[src/rtl/branch_resolve_queue.sv]
// Branch resolve queue: tracks in-flight conditional branches in fetch order,
// retires the oldest when execute resolves it, emits a registered predictor
// update and, on a wrong prediction, a one-cycle redirect pulse plus a flush.
module branch_resolve_queue #(
  parameter int unsigned DEPTH = 4
) (
  input  logic        clk,
  input  logic        rst,
  input  logic        push,
  input  logic [15:0] push_pc,
  input  logic        push_pred,
  input  logic        resolve,
  input  logic        resolve_taken,
  input  logic [15:0] resolve_target,
  output logic        full,
  output logic        empty,
  output logic [3:0]  count,
  output logic        upd_load,
  output logic [15:0] upd_pc,
  output logic        upd_branched,
  output logic        mispredict,
  output logic [15:0] redirect_pc
);

  localparam int unsigned PtrW     = (DEPTH > 1) ? $clog2(DEPTH) : 1;
  localparam logic [3:0]  DepthCnt = 4'(DEPTH);

  // Entry storage; DEPTH is a power of two so pointers wrap by overflow.
  logic [15:0]      pc_q   [DEPTH];
  logic [DEPTH-1:0] pred_q;

  logic [PtrW-1:0] head_q, head_d;
  logic [PtrW-1:0] tail_q, tail_d;
  logic [3:0]      occ_q, occ_d;

  logic        upd_load_q, upd_load_d;
  logic [15:0] upd_pc_q, upd_pc_d;
  logic        upd_branched_q, upd_branched_d;
  logic        mispredict_q, mispredict_d;
  logic [15:0] redirect_pc_q, redirect_pc_d;

  logic [15:0] head_pc;
  logic        head_pred;
  logic        resolve_ok;
  logic        mis;
  logic        push_ok;

  assign head_pc   = pc_q[head_q];
  assign head_pred = pred_q[head_q];

  // Status comes straight from registered occupancy; no push-to-resolve bypass.
  assign full  = (occ_q == DepthCnt);
  assign empty = (occ_q == 4'd0);
  assign count = occ_q;

  assign upd_load     = upd_load_q;
  assign upd_pc       = upd_pc_q;
  assign upd_branched = upd_branched_q;
  assign mispredict   = mispredict_q;
  assign redirect_pc  = redirect_pc_q;

  // Qualify requests and compute next pointers/occupancy.
  always_comb begin
    resolve_ok = resolve && !empty;
    mis        = resolve_ok && (head_pred != resolve_taken);
    // A push alongside a mispredict is on the wrong path and is discarded.
    push_ok    = push && !full && !mis;

    head_d = head_q;
    tail_d = tail_q;
    occ_d  = occ_q;

    if (mis) begin
      // Flush: empty the queue by collapsing head onto tail.
      head_d = tail_q;
      occ_d  = 4'd0;
    end else begin
      if (resolve_ok) begin
        head_d = head_q + PtrW'(1);
      end
      if (push_ok) begin
        tail_d = tail_q + PtrW'(1);
      end
      unique case ({push_ok, resolve_ok})
        2'b10:   occ_d = occ_q + 4'd1;
        2'b01:   occ_d = occ_q - 4'd1;
        default: occ_d = occ_q;
      endcase
    end
  end

  // Next values for the registered predictor-update and redirect outputs.
  always_comb begin
    upd_load_d     = resolve_ok;
    mispredict_d   = mis;
    upd_pc_d       = upd_pc_q;
    upd_branched_d = upd_branched_q;
    redirect_pc_d  = redirect_pc_q;
    if (resolve_ok) begin
      upd_pc_d       = head_pc;
      upd_branched_d = resolve_taken;
    end
    if (mis) begin
      // Not-taken fallthrough is the next sequential instruction word.
      redirect_pc_d = resolve_taken ? resolve_target : (head_pc + 16'd2);
    end
  end

  // Pointer and occupancy registers.
  always_ff @(posedge clk) begin
    if (rst) begin
      head_q <= '0;
      tail_q <= '0;
      occ_q  <= 4'd0;
    end else begin
      head_q <= head_d;
      tail_q <= tail_d;
      occ_q  <= occ_d;
    end
  end

  // Entry write at tail; contents need no reset since occupancy gates reads.
  always_ff @(posedge clk) begin
    if (!rst && push_ok) begin
      pc_q[tail_q]   <= push_pc;
      pred_q[tail_q] <= push_pred;
    end
  end

  // Output registers; reset also cancels any pending strobe.
  always_ff @(posedge clk) begin
    if (rst) begin
      upd_load_q     <= 1'b0;
      upd_pc_q       <= 16'h0000;
      upd_branched_q <= 1'b0;
      mispredict_q   <= 1'b0;
      redirect_pc_q  <= 16'h0000;
    end else begin
      upd_load_q     <= upd_load_d;
      upd_pc_q       <= upd_pc_d;
      upd_branched_q <= upd_branched_d;
      mispredict_q   <= mispredict_d;
      redirect_pc_q  <= redirect_pc_d;
    end
  end

`ifndef SYNTHESIS
  // Sanity properties on internal consistency.
  occ_bounded: assert property (@(posedge clk) disable iff (rst) occ_q <= DepthCnt);
  mis_with_upd: assert property (@(posedge clk) disable iff (rst) mispredict_q |-> upd_load_q);
  ptr_consistent: assert property (@(posedge clk) disable iff (rst)
    (occ_q != DepthCnt) |-> (occ_q[PtrW-1:0] == PtrW'(tail_q - head_q)));
`endif

endmodule

[config.mk]
export PLATFORM = sky130hd
export DESIGN_NAME = branch_resolve_queue
export DESIGN_NICKNAME = d
export VERILOG_FILES = /design/src/rtl/branch_resolve_queue.sv
export SDC_FILE = /design/constraint.sdc
export NUM_CORES = 1
export LEC_CHECK = 0
export CORE_MARGIN = 10
export CORE_UTILIZATION = 57
export CTS_CLUSTER_SIZE = 24
export DETAILED_ROUTE_END_ITERATION = 8
export PLACE_DENSITY = 0.94
export SLEW_MARGIN = 15
export SYNTH_ARGS = -nofsm -noshare
export SYNTH_HDL_FRONTEND = slang
export SYNTH_SLANG_ARGS = --single-unit
[constraint.sdc]
create_clock -name clk -period 6.6 [get_ports clk]
set_input_delay 1.65 -clock clk [delete_from_list [all_inputs] [get_ports clk]]
set_output_delay 1.65 -clock clk [all_outputs]
set_load 0.01 [all_outputs]
Yosys cells after proc, flatten, opt, wreduce, memory -nomap -nowiden
Memories as Yosys holds them, arrays and structs flattened. A register that Yosys moved wholly into a read port is not among the register bits.
Cells that the tools add are included.
Storage, ports and cells
  bits in registers: 47
  RAM bits: 64
  memories: 1
  output and inout port bits: 41
  logic and storage cells: 51
Operators by class
  order comparisons: 3
  add/subtract/negate cells: 5
  mux-type cells: 13
  bitwise gates (word level): 1
  reduce and logical (&&, ||, !) cells: 15
  eq/ne operators: 4
Memories
  pc_q: words 4, width 16, rd ports 1, clocked after Yosys merged registers in 1, wr ports 1, RTL line 29  | logic [15:0] pc_q [DEPTH];
Operators by type and width (count)
  adder 16 x 2 -> 16 bit, second input constant: 1
  2-to-1 mux 16 bit: 1
  2-to-1 mux 2 bit: 4
  one-hot mux 4 bit (2 select lines): 1
  logical AND 1 bit: 6
  less-than comparator 2 x 3 -> 1 bit, second input constant: 2
  adder 2 x 1 -> 2 bit, second input constant: 2
  adder 4 x 1 -> 4 bit, second input constant: 1
  bitwise mux 4 bit: 1
  equality test 4 x 3 -> 1 bit, second input constant: 1
  zero test 1 bit: 4
  zero test 4 bit: 1
  2-to-1 mux 1 bit: 4
  nonzero test 2 bit: 2
  subtractor 4 x 1 -> 4 bit, second input constant: 1
  binary-select mux 1 bit (select 2 bit): 1
  demux 1 bit (select 2 bit): 1
  equality test 2 x 1 -> 1 bit, second input constant: 1
  equality test 2 bit, second input constant: 1
  greater-or-equal comparator 2 x 1 -> 1 bit, second input constant: 1
  AND reduction 2 bit: 1
  OR reduction 2 bit: 1
  != test 1 bit: 1
  NOT 1 bit: 1

Depth between registers and ports, before layout
Gate-level depths: netlist (run 1).
  depth in word-level cells: 9
  gate-level depth with buffers: 11
  gate-level depth less buffers: 11

Least setup slack after synthesis (run 1)
OpenSTA, ideal clock, no wires.
  path kind: input -> register
  start: in resolve_taken
  end: reg occ_q[3], in the netlist count[3]
  cell stages on the path: 11
  data arrival time: 3.679 ns
  path slack: 2.851 ns
  cells stage by stage: inv_1 xnor2_4 a21oi_1 inv_1 ha_1 ha_1 a21o_1 a21oi_1 xnor2_1 or3_1 a21oi_1
Between the ends
  longest elaborated chain between the ends: 6
  elaborated cells between the ends (all ways): 9
  those cells by class: eq/ne: 3; mux: 1; reduce/logical: 5
RTL lines
  start: declaration: RTL line 13  | input logic resolve_taken,
  != test 1 bit (*): RTL line 65  | mis = resolve_ok && (head_pred != resolve_taken);
  logical AND 1 bit (*): RTL line 65
  zero test 1 bit: RTL line 67  | push_ok = push && !full && !mis;
  logical AND 1 bit: RTL line 67
  equality test 2 x 1 -> 1 bit / equality test 2 bit (equally long branches): RTL line 84  | unique case ({push_ok, resolve_ok})
  one-hot mux 4 bit (2 select lines) / nonzero test 2 bit (equally long branches)
  end signal: assignment: RTL line 114  | occ_q <= 4'd0;
  end signal: assignment: RTL line 118  | occ_q <= occ_d;
  end: declaration: RTL line 34  | logic [3:0] occ_q, occ_d;
Mark *: on every way between the ends. The rest lies on a longest branch, timed or not.
A chain may end at the register's enable or synchronous reset.

Final worst setup path (run 1)
Ends and elaborated chain as after synthesis.

==> results of run 1 <==
==> power by group through the flow <==
stage,Clock [mW],Sequential (mW),Combinational [mW]
5_1_grt,0.882,0.962,0.728
6_report,0.842,0.949,0.672
3_5_place_dp,0,0.961,0.655
4_1_cts,0.848,0.949,0.672
3_3_place_gp,0,0.954,0.629
2_1_floorplan,0,0.949,0.400
==> flip-flops by register name, summed over array words and instances (netlist names), named ones only <==
name	cells
count	4
head_q	2
mispredict	1
pc_q	64
pred_q	4
redirect_pc	16
tail_q	2
upd_branched	1
upd_load	1
upd_pc	16
==> per-stage QoR <==
stage	hold slack, ps	cell area (sq um)	power [mW]	cells
floorplan	468.6	4668	1.350	343
global placement	436.3	5518	1.583	511
detailed placement	444.1	5518	1.616	511
CTS	457.2	6066	2.470	543
global route	469.4	6066	2.572	543
finish	455.6	6066	2.463	543
==> metal layers <==
| metal | track usage, % | share of wire (%) | up-vias | wire [um] |
|---|---|---|---|---|
| met1 | 22.18 | 41 | 1585 | 4588 |
| met5 | 0 | 0 | - | 0 |
| met4 | 7.340 | 2.1 | 0 | 240 |
| li1 | - | - | 1451 | - |
| met3 | 5.943 | 6.5 | 21 | 731 |
| met2 | 30.13 | 50 | 129 | 5647 |
==> cells in the mapped netlist (2+ instances only) <==
cell type	count	area share (%)
nor4_1	2	0.27
o21ai_0	18	1.9
ha_1	8	2.1
xnor2_1	11	2.1
nor2_1	17	1.4
nand2_1	49	3.9
a22oi_1	7	1.1
nor4_2	3	0.80
mux4_2	2	0.96
a22o_1	2	0.38
inv_1	14	1.1
nand3_1	2	0.21
nor3_1	6	0.64
buf_2	3	0.32
a31oi_1	2	0.27
mux4_1	15	8.4
nand4_1	2	0.27
a21oi_1	26	2.8
edfxtp_1	68	44
dfxtp_1	45	19
mux2i_1	4	0.86
a21o_1	2	0.32
clkbuf_1	7	0.56
xor2_1	3	0.56
and2_1	5	0.67
==> cell families after synthesis <==
logic type                 count (synthesis)  share of synthesized area, %
AOI/OAI and AO/OA                         64                         8.309
buffers and inverters                     27                         2.787
DFF                                      113                         63.04
muxes                                     21                         10.27
and+or+nand+nor                           94                         9.810
xor gates and xnor gates                  15                         3.216
adders and majority gates                  9                         2.573
==> final cells by class <==
class | count | area [sq um] | share of cell area, %
sequential | 113 | 2943 | 48.51
multi-input combinational | 203 | 1607 | 26.49
timing repair buffer | 79 | 788.3 | 13.00
clock buffer | 17 | 414.1 | 6.828
clock inverter | 15 | 133.9 | 2.207
tap | 102 | 127.6 | 2.104
inverter | 14 | 52.55 | 0.8663
==> critical path, stage by stage <==
cell             delay (ps)
clkdlybuf4s50_1         780
inv_1                   300
xnor2_4                 270
a21oi_1                 370
inv_1                   120
ha_1                    240
ha_1                    280
a21o_1                  170
a21oi_1                 180
xnor2_1                 100
or3_1                   310
a21oi_1                 140
==> worst paths after layout <==
path / startpoint / cells after the start / slack [ps] / endpoint
setup reg to reg: count[0]$_SDFFE_PP0P_ / 12 / 3100 / count[3]$_SDFFE_PP0P_
hold / removal: redirect_pc[5]$_SDFFE_PP0P_ / 2 / 460 / redirect_pc[5]$_SDFFE_PP0P_
setup / recovery: resolve_taken / 12 / 2120 / count[3]$_SDFFE_PP0P_
hold reg to reg: redirect_pc[5]$_SDFFE_PP0P_ / 2 / 460 / redirect_pc[5]$_SDFFE_PP0P_
==> metrics.cfg, run 1 <==
[place]
routabilityCongestion=0.8618
io_buffers=78
place_ws_ps=1705
dpl.hpwl_um=7177

[sta]
fin_crit_ps=4476
drv_slew=0
hold_viol=0
fin_crit_sh_pct=67.82
finalSetupTns_ps=0
rsz0062_at_grt=false
setup_viol=0
skew_ps=8.066
worst_pin_slew_ps=974.3
max_freq_ghz=0.2234
relSlewSlack_pct=34.84
fin_ws_ps=2124

[critical_path]
cp.arrival_ps=4920
cp_max_fo=14
cp-end-kind=flop
worstSetupPathType=in -> reg
critPathLaunchType=primary input
required_ps=7040

[pwr]
switching_share_pct=31.97
internal-power_mw=1.676
p_per_area_nw_per_um2=406.1
p_leak_nw=2.110
pwr-share-comb_pct=27.3
p_sw_mw=0.7874
p_seq_share_pct=38.5
ir_worst_vdd_v=0.0002341
p_clk_share_pct=34.2

[yosys]
netlist_area_sq_um=4668
synth_seq_cells=113
synth_ff_type=edfxtp_1
synth.avg_cell_area_sq_um=13.61
synth_cell_types=45
async_flop_share_pct=0
syn_nets=390
synthCells=343
yosys_warnings=0
synth-edff-count=68
ys_seq_area_share_pct=63.04

[drt]
dr.pass1.iters=5
detail_route.wl_per_cell_um=20.64
drtIter0Drc=198
wl_um=11210
drcViolationCount=0
vias=3186
post_drt_via_cell_ratio=5.867
ant_nets=0

[grt]
grt_max_degree=27
grt_use_total_pct=18.50
overflow=0
grt_pass1_vias=3237
antenna_found_initial=0
grt_pass1_wl_um=18240

[clock_network]
cts_setup_buffers=0
cts_resized=0
cts_buffer_depth=2
cts_made_buffers=17
cts_hold_buf=0
clk_latency_ps=520
cts_tree=done
root_buffer=clkbuf_8
cts_htree_levels=4
clk_pin_slew_ps=60
cts.sinks=113

[floorplan]
start_util_pct=59.49
die_w_um=110.5
dieHeight_um=110.5
dieArea_sq_um=12210
io_pins=79
core_area_sq_um=7848
rows=32

[finish]
final.fill_count=446
final_cell_mix=clkdlybuf4s50_1, edfxtp_1, nand2_1
final_common_cell=clkdlybuf4s50_1
diodes=0
area_growth_pct=29.94
fin_util_pct=77.30
layout-drive-gt1-share_pct=10.20
nNetsFinal=475

[run_status]
status=finished clean

[job]
drv_cap=0

[hold_path]
hp-class=reg -> reg

No activity file was read; power rests on OpenSTA's default activity.
==> run 2, diff against run 1 <==
--- a/config.mk
+++ b/config.mk
@@ -6,10 +6,10 @@
 export NUM_CORES = 1
 export LEC_CHECK = 0
 export CORE_MARGIN = 10
-export CORE_UTILIZATION = 57
+export CORE_UTILIZATION = 48
 export CTS_CLUSTER_SIZE = 24
 export DETAILED_ROUTE_END_ITERATION = 8
-export PLACE_DENSITY = 0.94
+export PLACE_DENSITY = 0.85
 export SLEW_MARGIN = 15
 export SYNTH_ARGS = -nofsm -noshare
 export SYNTH_HDL_FRONTEND = slang
==> constraint.sdc (replaced) <==
create_clock -name clk -period 3.6 [get_ports clk]
set_input_delay 0.9 -clock clk [delete_from_list [all_inputs] [get_ports clk]]
set_output_delay 0.9 -clock clk [all_outputs]
set_load 0.01 [all_outputs]
==> run 2 against run 1 <==
Compared with the run above: via count down 2.0%; clock skew down 0.95 ps; cell area up 3.3%; critical endpoint is now full; sequential power up 82%; largest cell class unchanged; core utilization down 10 points; global-route usage down 2.8 points; routed wire length down 2.9%; clock power up 110%; first-iteration DRC count down 8.6%; largest power group is now clock; critical path depth down 9.
==> metrics.cfg, run 2 (same netlist as run 1, synthesis figures left out) <==
[clock_network]
cts_setup_buffers=0  ; unchanged
cts_made_buffers=17  ; unchanged
cts_hold_buf=0  ; unchanged
cts_tree=done
cts_resized=0  ; unchanged
cts_buffer_depth=2  ; unchanged
root_buffer=clkbuf_8
cts.sinks=113  ; unchanged
cts_htree_levels=4  ; unchanged
clk_latency_ps=520  ; about the same
clk_pin_slew_ps=60  ; about the same

[critical_path]
required_ps=2700  ; -4340 ps
cp.buffers_inverters=2  ; -1
cp_max_fo=6  ; -8
reg2reg_depth=11  ; -1
critPathLaunchType=flop
worst_path_max_delay_cell=or4b_2
r2r_start=head_q[0]$_SDFFE_PP0N_
cp.arrival_ps=2250  ; -2670 ps
cp-end-kind=output port
worstSetupPathType=reg -> out
slowest_delay_ps=630  ; -150 ps
r2r-end=count[3]$_SDFFE_PP0P_
r2r_setup_slack_ps=650  ; -2450 ps
crit_family=simple AND/OR/NAND/NOR gates
worstPathCellList=or4b_2, inv_1, clkdlybuf4s50_1

[grt]
grt_max_degree=25  ; -7.4%
grtUsageMet1_pct=17.54  ; -4.6 points
busiest_layer=met2
met3_usage_pct=5.331  ; -0.61 points
grt_pass1_wl_um=17390  ; -4.7%
overflow=0  ; unchanged
gr-usage-met2_pct=26.56  ; -3.6 points
antenna_found_initial=0  ; unchanged
grt_pass1_vias=3363  ; +3.9%
grt_use_total_pct=15.69  ; -2.8 points

[hold_path]
hp-start=redirect_pc[3]$_SDFFE_PP0P_
hp-class=reg -> reg
worstHoldPathCells=2  ; unchanged
min_to=redirect_pc[3]$_SDFFE_PP0P_

[drt]
wl_um=10880  ; -2.9%
dr.pass1.iters=4  ; -1
post_drt_via_cell_ratio=5.366  ; -8.5%
ant_nets=0  ; unchanged
detail_route.wl_per_cell_um=18.70  ; -9.4%
drcViolationCount=0  ; unchanged
drtIter0Drc=181  ; -8.6%
vias=3123  ; -2.0%

[pwr]
p_sw_mw=1.424  ; +81%
ir_worst_vdd_v=0.0004657  ; +99%
p_seq_share_pct=36.5  ; -2.0 points
p_clk_share_pct=36.7  ; +2.5 points
internal-power_mw=3.309  ; +97%
p_leak_nw=2.199  ; +4.2%
switching_share_pct=30.08  ; -1.9 points
p_per_area_nw_per_um2=755.5  ; +86%
pwr-share-comb_pct=26.8  ; -0.5 points

[place]
dpl.hpwl_um=7391  ; +3.0%
dp.cells=550  ; +7.6%
routabilityCongestion=0.7793  ; -9.6%
place_ws_ps=222.7  ; -1482 ps
io_buffers=78  ; unchanged

[finish]
final_cells=582  ; +7.2%
largest_reg_flops=64  ; unchanged
diodes=0  ; unchanged
final.fill_count=662  ; +48%
nNetsFinal=487  ; +2.5%
layout-drive-gt1-share_pct=12.80  ; +2.6 points
final_cell_mix=clkdlybuf4s50_1, edfxtp_1, nand2_1
area_growth_pct=34.20
fin_util_pct=66.85  ; -10 points
final_common_cell=clkdlybuf4s50_1
regMostFlops=pc_q

[floorplan]
core_area_sq_um=9371  ; +19%
dieHeight_um=118.6  ; +7.3%
start_util_pct=49.81  ; -9.7 points
io_pins=79  ; unchanged
rows=35  ; +9.4%
die_w_um=118.6  ; +7.3%
dieArea_sq_um=14070  ; +15%

[sta]
drv_slew=0  ; unchanged
fin_hold_ws_ps=456.5  ; +0.9460 ps
hold_viol=0  ; unchanged
fin_crit_sh_pct=87.46
worst_pin_slew_ps=797.9  ; -176.4 ps
fin_crit_ps=3148
relSlewSlack_pct=46.36  ; +12 points
fin_ws_ps=451.5  ; -1673 ps
finalSetupTns_ps=0  ; unchanged
max_freq_ghz=0.3176
setup_viol=0  ; unchanged
rsz0062_at_grt=false
skew_ps=7.115  ; -0.9510 ps

[run_status]
status=finished clean

[job]
drv_cap=0  ; unchanged

run 2: cell types whose count changed in the layout (fill, tap and decap cells not counted):
cell        delta
buf_4         +12
bufinv_16      +3
clkinv_1       -1
clkinv_2       -2
clkinv_4       +3
clkinvlp_4     +1
inv_6          -4
run 2: power groups by stage:
stage / clock network [mW] / logic (mW) / registers (mW)
floorplan: 0 / 0.734 / 1.74
global placement: 0 / 1.22 / 1.73
detailed placement: 0 / 1.26 / 1.75
CTS: 1.75 / 1.28 / 1.72
global route: 1.82 / 1.38 / 1.75
finish: 1.74 / 1.27 / 1.73
run 2: worst max-delay path by stage:
stage	from	endpoint	slack, ps	cells past startpoint
2_1_floorplan	resolve_taken	count[3]$_SDFFE_PP0P_	600	11
3_3_place_gp	resolve_taken	count[3]$_SDFFE_PP0P_	310	12
3_5_place_dp	resolve_taken	count[3]$_SDFFE_PP0P_	220	12
4_1_cts	count[2]$_SDFFE_PP0P_	full	430	3
5_1_grt	count[2]$_SDFFE_PP0P_	full	360	3
6_report	count[2]$_SDFFE_PP0P_	full	450	3
run 2: per-stage QoR:
stage	power (mW)	area [sq um]
final	4.733	6265
after global routing	4.940	6265
after detailed placement	3.003	5642
after CTS	4.757	6265
after floorplan	2.474	4668
after global placement	2.949	5642
run 2: worst reg2reg max path: stages (launching register included):
cell and delay [ps]:
dfxtp_1 430, mux4_2 630, xnor2_4 170, a21oi_1 200, inv_1 60, ha_1 210
ha_1 290, a21o_1 180, a21oi_1 170, xnor2_1 100, or3_1 310, a21oi_1 140
run 2: metal layers:
layer / share of wire, % / up-vias
met4: 1.9 / 0
li1: - / 1479
met3: 6.1 / 14
met5: 0 / -
met2: 50 / 115
met1: 42 / 1515
run 2: area by class of cell:
cell class	instances	area (sq um)	share of cell area (%)
clock buffers	17	414.1	6.611
clock inverters	15	209.0	3.335
inverters	14	52.55	0.8388
multi-input cells	203	1607	25.64
flip-flops and latches	113	2943	46.97
well taps	129	161.4	2.576
repair buffers	91	878.3	14.02
